$ cat src/rtl/eva_mem_arb_if.sv
// eva_mem_arb_if: requester command/response signals and the single-port
// memory-wrapper signals shared by the EVA memory arbiter.
interface eva_mem_arb_if #(
    parameter int NREQ     = 4,
    parameter int AW       = 16,
    parameter int WIDTH    = 32,
    parameter int MASKBITS = 1
);
    // Requester command side, requester i occupies slice i of each flat bus
    logic [NREQ-1:0]          req_vld;
    logic [NREQ-1:0]          req_wr;
    logic [NREQ-1:0]          req_lock;
    logic [NREQ*AW-1:0]       req_addr;
    logic [NREQ*MASKBITS-1:0] req_wmsk;
    logic [NREQ*WIDTH-1:0]    req_wdata;
    logic [NREQ-1:0]          req_rdy;

    // Read response side
    logic [NREQ-1:0]          rsp_vld;
    logic [WIDTH-1:0]         rsp_data;

    // Memory wrapper side
    logic                     mem_rd;
    logic [MASKBITS-1:0]      mem_we;
    logic [AW-1:0]            mem_addr;
    logic [WIDTH-1:0]         mem_wdata;
    logic [WIDTH-1:0]         mem_rdata;

    // The arbiter itself
    modport slave (
        input  req_vld, req_wr, req_lock, req_addr, req_wmsk, req_wdata, mem_rdata,
        output req_rdy, rsp_vld, rsp_data, mem_rd, mem_we, mem_addr, mem_wdata
    );

    // The requester agents together with the memory wrapper
    modport master (
        output req_vld, req_wr, req_lock, req_addr, req_wmsk, req_wdata, mem_rdata,
        input  req_rdy, rsp_vld, rsp_data, mem_rd, mem_we, mem_addr, mem_wdata
    );
endinterface

$ cat src/rtl/eva_mem_arb.sv
// eva_mem_arb: round-robin arbiter/sequencer sharing one single-port EVA memory
// wrapper between NREQ requesters. One registered memory command per cycle,
// reads answered to their owner two cycles after accept, optional bounded lock.
module eva_mem_arb #(
    parameter int NREQ     = 4,
    parameter int AW       = 16,
    parameter int WIDTH    = 32,
    parameter int MASKBITS = 1,
    parameter int MAX_LOCK = 8
) (
    input  logic         clk,
    input  logic         rst,
    eva_mem_arb_if.slave bus
);
    localparam int              IW  = (NREQ > 1) ? $clog2(NREQ) : 1;
    localparam int              LW  = $clog2(MAX_LOCK) + 1;
    localparam logic [NREQ-1:0] ONE = NREQ'(1);

    typedef enum logic {
        ST_IDLE,
        ST_LOCKED
    } state_t;

    state_t               state;
    logic [IW-1:0]        owner;
    logic [IW-1:0]        rr_ptr;
    logic [LW-1:0]        lock_cnt;

    logic                 grant_vld;
    logic [IW-1:0]        grant_idx;
    logic [IW-1:0]        next_ptr;

    logic                 sel_wr;
    logic                 sel_lock;
    logic [AW-1:0]        sel_addr;
    logic [MASKBITS-1:0]  sel_wmsk;
    logic [WIDTH-1:0]     sel_wdata;

    logic                 tag_vld;
    logic                 tag_rd;
    logic [IW-1:0]        tag_owner;

    // Pick this cycle's grantee: the lock owner, or the first valid requester at/after rr_ptr
    always_comb begin
        // NOTE: every output of this block is given a default first, so no path holds a stale value (no latch).
        grant_vld = 1'b0;
        grant_idx = '0;
        if (!rst) begin
            if (state == ST_LOCKED) begin
                grant_vld = bus.req_vld[owner];
                grant_idx = owner;
            end else begin
                // Scan farthest to nearest so the nearest valid requester is the last write and wins.
                for (int k = NREQ - 1; k >= 0; k--) begin
                    if (bus.req_vld[IW'((int'(rr_ptr) + k) % NREQ)]) begin
                        grant_vld = 1'b1;
                        grant_idx = IW'((int'(rr_ptr) + k) % NREQ);
                    end
                end
            end
        end
    end

    assign bus.req_rdy = grant_vld ? (ONE << grant_idx) : '0;
    assign next_ptr    = (grant_idx == IW'(NREQ - 1)) ? '0 : grant_idx + IW'(1);

    // Fields of the granted command
    assign sel_wr    = bus.req_wr[grant_idx];
    assign sel_lock  = bus.req_lock[grant_idx];
    assign sel_addr  = bus.req_addr[int'(grant_idx)*AW +: AW];
    assign sel_wmsk  = bus.req_wmsk[int'(grant_idx)*MASKBITS +: MASKBITS];
    assign sel_wdata = bus.req_wdata[int'(grant_idx)*WIDTH +: WIDTH];

    // Arbitration FSM: round-robin pointer and the bounded lock on one owner
    always_ff @(posedge clk) begin
        // NOTE: sequential state uses non-blocking assignments so every register samples pre-edge values.
        if (rst) begin
            state    <= ST_IDLE;
            owner    <= '0;
            rr_ptr   <= '0;
            lock_cnt <= '0;
        end else begin
            if (grant_vld) begin
                rr_ptr <= next_ptr;
            end
            case (state)
                ST_IDLE: begin
                    // With MAX_LOCK=1 a single grant already exhausts the burst, so lock is ignored.
                    if (grant_vld && sel_lock && (MAX_LOCK > 1)) begin
                        state    <= ST_LOCKED;
                        owner    <= grant_idx;
                        lock_cnt <= LW'(1);
                    end
                end
                ST_LOCKED: begin
                    if (!grant_vld) begin
                        // Owner went idle: drop the lock, others compete again next cycle.
                        state    <= ST_IDLE;
                        lock_cnt <= '0;
                    end else if (sel_lock && (lock_cnt < LW'(MAX_LOCK - 1))) begin
                        lock_cnt <= lock_cnt + LW'(1);
                    end else begin
                        // Lock released, or this grant was the MAX_LOCK-th of the burst.
                        state    <= ST_IDLE;
                        lock_cnt <= '0;
                    end
                end
                default: begin
                    state    <= ST_IDLE;
                    lock_cnt <= '0;
                end
            endcase
        end
    end

    // Command register: the accepted command is driven to the memory wrapper the following cycle
    always_ff @(posedge clk) begin
        if (rst) begin
            bus.mem_rd    <= 1'b0;
            bus.mem_we    <= '0;
            bus.mem_addr  <= '0;
            bus.mem_wdata <= '0;
        end else if (grant_vld) begin
            bus.mem_rd   <= !sel_wr;
            bus.mem_we   <= sel_wr ? sel_wmsk : '0;
            bus.mem_addr <= sel_addr;
            if (sel_wr) begin
                bus.mem_wdata <= sel_wdata;
            end
        end else begin
            // Idle cycle: no strobe, address and write data hold.
            bus.mem_rd <= 1'b0;
            bus.mem_we <= '0;
        end
    end

    // Response stage: tag travels with the command, then read data is captured for its owner
    always_ff @(posedge clk) begin
        if (rst) begin
            tag_vld      <= 1'b0;
            tag_rd       <= 1'b0;
            tag_owner    <= '0;
            bus.rsp_vld  <= '0;
            bus.rsp_data <= '0;
        end else begin
            tag_vld   <= grant_vld;
            tag_rd    <= grant_vld && !sel_wr;
            tag_owner <= grant_idx;
            // The wrapper answers combinationally while the read command is on the bus.
            if (tag_vld && tag_rd) begin
                bus.rsp_vld  <= ONE << tag_owner;
                bus.rsp_data <= bus.mem_rdata;
            end else begin
                bus.rsp_vld  <= '0;
            end
        end
    end
endmodule

$ cat src/flat_wrapper.sv
// flat-port wrapper written by rule: the top's interface ports become plain ports
module eva_mem_arb_flat 
#(
    parameter int NREQ     = 4,
    parameter int AW       = 16,
    parameter int WIDTH    = 32,
    parameter int MASKBITS = 1,
    parameter int MAX_LOCK = 8
)
  (clk, rst, bus_req_vld, bus_req_wr, bus_req_lock, bus_req_addr, bus_req_wmsk, bus_req_wdata, bus_mem_rdata, bus_req_rdy, bus_rsp_vld, bus_rsp_data, bus_mem_rd, bus_mem_we, bus_mem_addr, bus_mem_wdata);
  eva_mem_arb_if #(.NREQ(NREQ), .AW(AW), .WIDTH(WIDTH), .MASKBITS(MASKBITS)) bus_i ();
  input  logic clk;
  input  logic rst;
  input wire logic [$bits(bus_i.req_vld)-1:0] bus_req_vld;
  input wire logic [$bits(bus_i.req_wr)-1:0] bus_req_wr;
  input wire logic [$bits(bus_i.req_lock)-1:0] bus_req_lock;
  input wire logic [$bits(bus_i.req_addr)-1:0] bus_req_addr;
  input wire logic [$bits(bus_i.req_wmsk)-1:0] bus_req_wmsk;
  input wire logic [$bits(bus_i.req_wdata)-1:0] bus_req_wdata;
  input wire logic [$bits(bus_i.mem_rdata)-1:0] bus_mem_rdata;
  output wire logic [$bits(bus_i.req_rdy)-1:0] bus_req_rdy;
  output wire logic [$bits(bus_i.rsp_vld)-1:0] bus_rsp_vld;
  output wire logic [$bits(bus_i.rsp_data)-1:0] bus_rsp_data;
  output wire logic [$bits(bus_i.mem_rd)-1:0] bus_mem_rd;
  output wire logic [$bits(bus_i.mem_we)-1:0] bus_mem_we;
  output wire logic [$bits(bus_i.mem_addr)-1:0] bus_mem_addr;
  output wire logic [$bits(bus_i.mem_wdata)-1:0] bus_mem_wdata;
  assign bus_i.req_vld = bus_req_vld;
  assign bus_i.req_wr = bus_req_wr;
  assign bus_i.req_lock = bus_req_lock;
  assign bus_i.req_addr = bus_req_addr;
  assign bus_i.req_wmsk = bus_req_wmsk;
  assign bus_i.req_wdata = bus_req_wdata;
  assign bus_i.mem_rdata = bus_mem_rdata;
  assign bus_req_rdy = bus_i.req_rdy;
  assign bus_rsp_vld = bus_i.rsp_vld;
  assign bus_rsp_data = bus_i.rsp_data;
  assign bus_mem_rd = bus_i.mem_rd;
  assign bus_mem_we = bus_i.mem_we;
  assign bus_mem_addr = bus_i.mem_addr;
  assign bus_mem_wdata = bus_i.mem_wdata;
  eva_mem_arb #(.NREQ(NREQ), .AW(AW), .WIDTH(WIDTH), .MASKBITS(MASKBITS), .MAX_LOCK(MAX_LOCK)) u_core (.clk(clk), .rst(rst), .bus(bus_i));
endmodule
$ cat config.mk
export PLATFORM = sky130hd
export DESIGN_NAME = eva_mem_arb_flat
export DESIGN_NICKNAME = d
export VERILOG_FILES = /design/src/rtl/eva_mem_arb_if.sv /design/src/rtl/eva_mem_arb.sv /design/src/flat_wrapper.sv
export SDC_FILE = /design/constraint.sdc
export NUM_CORES = 1
export LEC_CHECK = 0
export ABC_AREA = 1
export BUFFER_PORTS_ARGS = -buffer_cell sky130_fd_sc_hd__buf_2
export CAP_MARGIN = 20
export CORE_AREA = 2 2 130 132
export DETAILED_ROUTE_END_ITERATION = 12
export DIE_AREA = 0 0 132 134
export PLACE_DENSITY_LB_ADDON = 0.08
export SLEW_MARGIN = 20
export SYNTH_ARGS = -nofsm -noshare
export SYNTH_HDL_FRONTEND = slang
export SYNTH_SLANG_ARGS = --single-unit
$ cat constraint.sdc
create_clock -name clk -period 3 [get_ports clk]
set_input_delay 0.3 -clock clk [delete_from_list [all_inputs] [get_ports clk]]
set_output_delay 0.3 -clock clk [all_outputs]
set_load 0.01 [all_outputs]
Word-level counts from Yosys, hierarchy flattened:

Cells that the tools add are included.

* add/sub/neg operators: 5
* $mul: 0
* div/mod/pow operators: 0
* magnitude comparators: 7
* equal/unequal tests: 2
* shift operators: 5
* muxes and demuxes: 40
* bitwise operators: 4
* reductions and logical operators: 10

Operator list (number)
* 128-bit by 8-bit variable part select with 32-bit output: 1
* 64-bit by 7-bit variable part select with 16-bit output: 1
* 1-bit 2-to-1 mux: 20
* 2-bit by 4-bit < comparator with 1-bit output, second input constant: 4
* 4-bit 2-to-1 mux: 4
* 1-bit binary-select mux with 2-bit select: 7
* 2-bit 2-to-1 mux: 7
* 4-bit one-hot mux with 2 select lines: 1
* 1-bit by 2-bit left shift with 4-bit output, first input constant: 2
* 2-bit by 3-bit < comparator with 1-bit output, second input constant: 2
* 2-bit by 1-bit adder with 2-bit output, second input constant: 2
* 2-bit adder, second input constant: 2
* 4-bit by 1-bit adder with 4-bit output, second input constant: 1
* 1-bit logical AND: 4
* 4-bit by 3-bit < comparator with 1-bit output, second input constant: 1
* 1-bit inverter: 4
* 2-bit AND reduction: 2
* 2-bit OR reduction: 2
* 4-bit by 3-bit variable part select with 1-bit output: 1
* 3-bit OR reduction: 1
* 2-bit == test, second input constant: 1
* 2-bit by 1-bit != test with 1-bit output, second input constant: 1
* 1-bit one-hot mux with 2 select lines: 1
* 1-bit zero test: 1

* register bits after elaboration: 99
* latch bits: 0
* memory bits (writable): 0
* ROM bits: 0
* bits of input ports: 242
* output and inout port bits: 90
* logic and storage cells: 86
* memories kept: 0

Longest topological paths before layout:

Gate-level depths: netlist of the first run.

* depth after elaboration: 16
* gate-level depth with buffers: 19

Worst setup path after synthesis of the first run:

No wires, ideal clock.

* kind: register to output
* start point: reg u_core.rr_ptr[0]
* end point: out bus_req_rdy[3]
* arrival: 1.996 ns
* data required time: 2.700 ns
* setup slack: 0.704 ns
* stages on the path, launching flop included: 16
* buffers on the path: 4
* path through: dfxtp_1 -> buf_4 -> nand2_1 -> o21ai_1 -> nand2_1 -> nand3_1 -> nand3_1 -> nand3_2 -> nand2_2 -> inv_1 -> buf_4 -> buf_4 -> buf_4 -> ha_1 -> inv_1 -> nor2_1

* longest elaborated chain between the ends: 12
* elaborated cells between the ends (all ways): 29
* classes of those cells: add/sub (3); shift (1); mux (25)

Ends and longest elaborated chain
* start, declared: line eva_mem_arb.sv:26 `logic [IW-1:0] rr_ptr;`
* start signal, assigned: line eva_mem_arb.sv:84 `rr_ptr <= next_ptr;`
* 2-bit adder: line eva_mem_arb.sv:55, eva_mem_arb.sv:57
* 1-bit binary-select mux with 2-bit select: line eva_mem_arb.sv:55 `if (bus.req_vld[IW'((int'(rr_ptr) + k) % NREQ)]) begin`
* 1-bit 2-to-1 mux (implied by the code) (2 in series): line eva_mem_arb.sv:55
* 2-bit 2-to-1 mux (3 in series): line eva_mem_arb.sv:55
* 2-bit 2-to-1 mux (*): line eva_mem_arb.sv:55
* 2-bit 2-to-1 mux (*): line eva_mem_arb.sv:49 `if (state == ST_LOCKED) begin`
* 2-bit 2-to-1 mux (*): line eva_mem_arb.sv:48 `if (!rst) begin`
* net u_core.grant_idx[0]: line eva_mem_arb.sv:30 `logic [IW-1:0] grant_idx;`
* 1-bit by 2-bit left shift with 4-bit output (*): line eva_mem_arb.sv:64 `assign bus.req_rdy = grant_vld ? (ONE << grant_idx) : '0;`
* 4-bit 2-to-1 mux (*): line eva_mem_arb.sv:64
* end, declared: line flat_wrapper.sv:21 `output wire logic [$bits(bus_i.req_rdy)-1:0] bus_req_rdy;`

The timed path passes the listed nets; every way through them passes the cells marked *. The select of a mux whose other input is x is not followed.

Final worst setup path of the first run:

* start point: reg u_core.rr_ptr[0]
* end point: out bus_req_rdy[2]

* longest elaborated chain between the ends: 12
* elaborated cells between the ends (all ways): 29
* classes of those cells: add/sub (3); shift (1); mux (25)

Ends and longest elaborated chain (line)
* 2-bit adder: eva_mem_arb.sv:55, eva_mem_arb.sv:57
* 1-bit binary-select mux with 2-bit select: eva_mem_arb.sv:55
* 1-bit 2-to-1 mux (implied by the code) (2 in series): eva_mem_arb.sv:55
* 2-bit 2-to-1 mux (4 in series): eva_mem_arb.sv:55
* 2-bit 2-to-1 mux: eva_mem_arb.sv:49
* 2-bit 2-to-1 mux: eva_mem_arb.sv:48
* 1-bit by 2-bit left shift with 4-bit output: eva_mem_arb.sv:64
* 4-bit 2-to-1 mux (*): eva_mem_arb.sv:64

Mark *: on every way between the ends. The rest lies on a longest branch, timed or not. The select of a mux whose other input is x is not followed.

==> results of run 1 <==
## power by group
group          switching [mW]  total (mW)  internal (mW)
Clock                   0.511        1.26          0.746
Combinational            2.41        3.75           1.33
Sequential              0.230        1.98           1.75
## worst min path at each step
stage / start / end / slack (ps) / cells past startpoint
floorplan: rst / u_core.lock_cnt[1] / 370 / 1
global placement: u_core.tag_owner[0] / u_core.bus.rsp_vld[2] / 430 / 1
detailed placement: u_core.tag_owner[0] / u_core.bus.rsp_vld[0] / 440 / 1
CTS: rst / u_core.owner[1] / 170 / 2
global route: rst / u_core.owner[1] / 200 / 2
finish: rst / u_core.owner[1] / 180 / 2
## through the flow
step / hold WS, ps / cells / power (mW) / setup slack [ps] / area [um^2]
3_3_place_gp: 433 / 1439 / 5.77 / 293 / 7300
6_report: 177 / 1454 / 6.99 / 281 / 7630
3_5_place_dp: 438 / 1439 / 5.78 / 259 / 7300
5_1_grt: 198 / 1454 / 7.70 / 41.1 / 7630
2_1_floorplan: 369 / 933 / 4.64 / 704 / 5540
4_1_cts: 165 / 1453 / 7.08 / 135 / 7620
## cell usage in the layout, fill, tap and decap left out, drive strengths merged, types with 5 or more instances in the layout
master and count:
a21oi 10, nand3 85, buf 345, ha 5
nor2 283, nand2 216, dfxtp 99, o21ai 108
clkbuf 10, inv 57
## what timing repair did
item                                    CTS  global route
gates resized for setup                   2             3
setup buffers                             0             0
endpoints found under the setup margin    2             2
## kinds of logic (layout without fill, tap and decap cells)
family	Yosys count	after routing
AND/OR/NAND/NOR	590	590
buffers and inverters	118	418
flip-flops	99	99
AO/OA/AOI/OAI	121	121
other	0	1
adder cells (fa/ha/maj)	5	5
## state kept, by name (all words and copies together), names as in the netlist
name,count
u_core.bus.rsp_vld,4
u_core.bus.mem_addr,16
u_core.tag_owner,2
u_core.tag_rd,1
u_core.owner,2
u_core.bus.mem_wdata,32
u_core.rr_ptr,2
u_core.bus.rsp_data,32
u_core.bus.mem_rd,1
u_core.state,1
u_core.tag_vld,1
u_core.lock_cnt,4
u_core.bus.mem_we,1
## per-layer routing
metal  up-vias  routed length, um  global-route usage
met3        19               1300              0.0499
met4         0                343              0.0773
met2       228               9240               0.373
met5         -                  0                   0
met1      2882               8250               0.254
li1       3509                  -                   -
## layout make-up
cell class,instances,area share
clock inverters,4,0.0100
clock buffers,10,0.0313
inverters,59,0.0292
well taps,220,0.0361
diodes,1,0.000328
repair buffers,345,0.234
multi-input cells,716,0.399
flip-flops and latches,99,0.260
==> impl_metrics.csv, run 1 <==
group,metric,value,unit
sta,max-slew-margin-rel,0.517,
synth,synth-compound-area-share,0.112,
worst_hold_path,hold_class,"input port to register",
place,dpl.hpwl,14000,um
synth,synth_warnings,0,
grt,grt_pass1_vias,6130,
worst_setup_path,cp_max_fo,52,
worst_setup_path,reg2regPathDepth,16,
power_and_ir_drop,leakage,4.18,nW
synth,synthXorXnorAreaFrac,0,
floorplanning,core_area,16300,um^2
synth,synth_top_family_by_area,"simple AND/OR/NAND/NOR gates",
final_layout,fillers,1797,
synth,synth.distinct_cells,25,
worst_setup_path,regToRegStartpoint,"u_core.rr_ptr[0]",
worst_setup_path,arrival,2420,ps
place,numPortBuffers,331,
sta,post-route-period-util,0.906,
floorplanning,dieHeight,134,um
worst_setup_path,startpoint_type,"register",
final_layout,final_nets,1477,
worst_setup_path,critPathMaxStageDelay,470,ps
clock_tree,hold_buffers,0,
worst_setup_path,cp_num_buf_inv,4,
detailed_routing,wl_per_cell,13.2,um
synth,synth_enable_flop_cells,0,
synth,synth_nets,1180,
worst_setup_path,path_depth,13,
place,gp_congestion,0.828,
floorplanning,pin_count,332,
final_layout,final_util,0.468,
grt,grt_usage,0.213,
clock_tree,htreeDepth,3,
floorplanning,start_util,0.340,
synth,synth_area_per_cell,5.94,um^2
detailed_routing,ant_nets,0,
clock_tree,numClockSinks,99,
final_layout,multi_input_area,3050,um^2
worst_setup_path,cp_slowest_cell,"dfxtp_2",
synth,synthTopCellsByCount,"nor2_1 (282), nand2_1 (215), o21ai_0 (105)",
synth,syn_area,5540,um^2
synth,ys_seq_area_frac,0.358,
sta,finalSetupViolations,0,
floorplanning,dieArea,17700,um^2
sta,slew_violations,0,
synth,synthArstFlopShare,0,
grt,grt_max_degree,66,
worst_setup_path,crit_top_cell,"nand3_1",
sta,min_period,2720,ps
clock_tree,clkSlewWorstSetupHoldPaths,70,ps
synth,ys_ff_latch,99,
job,maxCapViolCount,0,
synth,synth-main-ff-cell,"dfxtp_1",
grt,grt_pass1_wl,30400,um
sta,timing.setup.tns,0,ps
synth,synth_adder_area_share,0.0113,
clock_tree,cts_buffers,9,
synth,syn-instance-count,933,
detailed_routing,firstDrtPassIters,4,
synth,synth.area.top_cells,"dfxtp_1 (36%), nor2_1 (19%), nand2_1 (15%), o21ai_0 (9.5%), nand3_1 (7.6%)",
final_layout,syn2layout_area_growth,37.7,%
worst_setup_path,reg2reg_to,"u_core.bus.mem_wdata[26]",
worst_setup_path,end_kind,"output port",
worst_setup_path,crit_family,"simple AND/OR/NAND/NOR gates",
floorplanning,num_rows,47,
floorplanning,die_x,132,um
sta,skew,4.57,ps
worst_setup_path,crit_start,"u_core.rr_ptr[0]",
final_layout,layout-drive-gt1-share,0.299,
worst_setup_path,crit_chain,"inv_1 -> nand2_1 -> nand3_1 -> nand2_1 -> nand3_1 -> nand3_1 -> nand3_2 -> nand2_4 -> buf_12 -> ha_1 -> inv_1 -> nor2_1 -> buf_2",
detailed_routing,drtIter0Drc,364,
worst_setup_path,endpoint,"bus_req_rdy[2]",
synth,synthMuxAreaShare,0,
clock_tree,cts_root_buffer,"clkbuf_16",
detailed_routing,viasPerCell,4.57,
sta,max_clock_freq,368,MHz
status,outcome,"complete, no violations",
power_and_ir_drop,ir_drop,0.387,mV
power_and_ir_drop,p_per_area,916,nW/um^2
worst_setup_path,crit_type,"register to output port",
synth,yosysTopAreaCell,"dfxtp_1",
grt,antenna_found_initial,1,
grt,grt-ovfl-total,0,
detailed_routing,vias,6638,
sta,tightest_slew,725,ps
clock_tree,cts_tree,"done",
final_layout,seq_area,1980,um^2
worst_setup_path,regToRegSetupSlack,430,ps
synth,synth.top_cell.area_share,0.358,
detailed_routing,routed_wl,19100,um
worst_setup_path,worstPathRequired,2700,ps
sta,rsz0062_at_grt,"no",
synth,yosys.area_share.simple,0.425,
synth,synth_most_common_cell,"nor2_1",
clock_tree,clockBufferDepth,2,
sta,hold_viol_final,0,
detailed_routing,route.detailed.drc,0,
clock_tree,clk-insertion-delay-late,350,ps
No activity file was read; power rests on OpenSTA's default activity.
==> inputs of run 2 (changes only) <==
--- a/config.mk
+++ b/config.mk
@@ -6,12 +6,13 @@
 export NUM_CORES = 1
 export LEC_CHECK = 0
 export ABC_AREA = 1
+export ABC_CLOCK_PERIOD_IN_PS = 3000
 export BUFFER_PORTS_ARGS = -buffer_cell sky130_fd_sc_hd__buf_2
 export CAP_MARGIN = 20
 export CORE_AREA = 2 2 130 132
 export DETAILED_ROUTE_END_ITERATION = 12
 export DIE_AREA = 0 0 132 134
-export PLACE_DENSITY_LB_ADDON = 0.08
+export PLACE_DENSITY_LB_ADDON = 0.15
 export SLEW_MARGIN = 20
 export SYNTH_ARGS = -nofsm -noshare
 export SYNTH_HDL_FRONTEND = slang
==> run 2 against run 1 <==
  * Global-route usage shrank 0.17 points
  * Non-clock buffer count grew 1
  * Sequential power is essentially flat
  * Worst setup slack lost 69 ps
  * Die area is the same
  * Clock skew grew 2.4 ps
  * Critical path depth is the same
  * Via count grew 0.59%
  * Wire length grew 0.43%
  * First-iteration DRC count shrank 14%
  * Highest routed layer unchanged
  * Worst hold slack gained 17 ps
  * Fmax shrank 2.5%
==> impl_metrics.csv, run 2 (synthesis results as in run 1) <==
group,metric,value,unit
sta,slew_violations,0,
sta,max_clock_freq,359,MHz
clock_tree,cts.repair.resized,0,
worst_setup_path,startpoint_type,"register",
clock_tree,numClockSinks,99,
clock_tree,clockBufferDepth,2,
power_and_ir_drop,power,7.03,mW
grt,grt_pass1_wl,30200,um
clock_tree,cts_root_buffer,"clkbuf_16",
place,dpl.hpwl,13900,um
floorplanning,dieHeight,134,um
grt,grt_usage,0.211,
grt,antenna_found_initial,4,
final_layout,reg_top3,"u_core.bus.mem_wdata x32, u_core.bus.rsp_data x32, u_core.bus.mem_addr x16",
worst_setup_path,worstPathRequired,2700,ps
clock_tree,postCtsSetupBuffers,0,
clock_tree,htreeDepth,3,
sta,finalSetupViolations,0,
grt,grt_pass1_vias,6151,
sta,finalWorstSetupSlack,212,ps
worst_setup_path,arrival,2490,ps
detailed_routing,route.detailed.drc,0,
detailed_routing,wl_per_cell,13.2,um
status,outcome,"complete, no violations",
worst_setup_path,crit_type,"register to output port",
detailed_routing,routed_wl,19200,um
final_layout,final_common_cell,"buf_2",
place,dpl_cell_area,7320,um^2
clock_tree,clkSlewWorstSetupHoldPaths,70,ps
grt,grt_max_degree,73,
final_layout,mostFrequentLayoutCells,"buf_2 (331), nor2_1 (282), nand2_1 (214)",
final_layout,final_nets,1478,
clock_tree,cts_tree,"done",
clock_tree,hold_buffers,0,
sta,skew,7.01,ps
final_layout,layout-drive-gt1-share,0.300,
worst_setup_path,cp_max_fo,31,
power_and_ir_drop,p_per_area,915,nW/um^2
sta,post-route-period-util,0.929,
place,gp_congestion,0.950,
final_layout,syn2layout_area_growth,38.7,%
place,numPortBuffers,331,
detailed_routing,firstDrtPassIters,6,
sta,holdWs,194,ps
floorplanning,core_area,16300,um^2
sta,hold_viol_final,0,
sta,max-slew-margin-rel,0.559,
floorplanning,die_x,132,um
floorplanning,num_rows,47,
detailed_routing,viasPerCell,4.57,
worst_setup_path,end_kind,"output port",
place,pre_cts_slack,262,ps
grt,grt-ovfl-total,0,
floorplanning,dieArea,17700,um^2
clock_tree,cts_buffers,9,
detailed_routing,ant_nets,0,
sta,tightest_slew,662,ps
worst_hold_path,hold_class,"input port to register",
power_and_ir_drop,leakage,4.20,nW
floorplanning,start_util,0.340,
final_layout,fillers,1828,
clock_tree,clk-insertion-delay-late,350,ps
job,maxCapViolCount,0,
final_layout,final_util,0.472,
power_and_ir_drop,ir_drop,0.414,mV
detailed_routing,vias,6677,
sta,min_period,2790,ps
floorplanning,pin_count,332,
final_layout,fin_area,7680,um^2
detailed_routing,drtIter0Drc,313,
run 2: cell count changes in the layout (fill, tap and decap cells not counted), moves of 2 or more:
cell	change
inv_6	+4
buf_12	+2
diode_2	+4
buf_4	-2
run 2: final cells by class:
cell class / instances / area [um^2] / area share
diodes: 5 / 12.5 / 0.00163
clock buffers: 9 / 225 / 0.0293
clock inverters: 7 / 81.3 / 0.0106
inverters: 59 / 224 / 0.0292
multi-input cells: 716 / 3050 / 0.396
flip-flops and latches: 99 / 1980 / 0.258
well taps: 220 / 275 / 0.0358
repair buffers: 346 / 1840 / 0.239
run 2: stage by stage:
step / TNS [ps] / instances
finish: 0 / 1461
global route: -8.82 / 1459
CTS: 0 / 1455
detailed placement: 0 / 1439
global placement: 0 / 1439
floorplan: 0 / 933
run 2: per-layer routing:
metal	global-route usage	up-vias	routed length, um
li1	-	3517	-
met5	0	-	0
met2	0.355	232	8880
met3	0.0582	31	1410
met1	0.255	2897	8420
met4	0.0845	0	508
run 2: worst max-delay path, cell delays in order, from the launching register on:
cell     delay, ps
dfxtp_1        450
buf_4          200
nand2_1         50
o21ai_1         90
nand2_1        110
nand3_1        120
nand3_1         90
nand3_2        130
nand2_4        110
inv_4          300
ha_1           200
inv_1           40
nor2_1          80
buf_2          150
run 2: final timing paths:
kind,slack [ps],depth (start not counted),to,from
hold reg to reg,440,1,u_core.bus.rsp_vld[2],u_core.tag_owner[0]
setup reg to reg,350,17,u_core.bus.mem_wdata[2],u_core.rr_ptr[0]
hold / removal,190,3,u_core.bus.rsp_data[26],bus_mem_rdata[26]
setup / recovery,210,13,bus_req_rdy[3],u_core.rr_ptr[0]
run 2: report_power, final:
part	switching, mW	internal, mW
clock	0.559	0.661
combinational	2.45	1.39
sequential	0.219	1.75
total	3.23	3.80
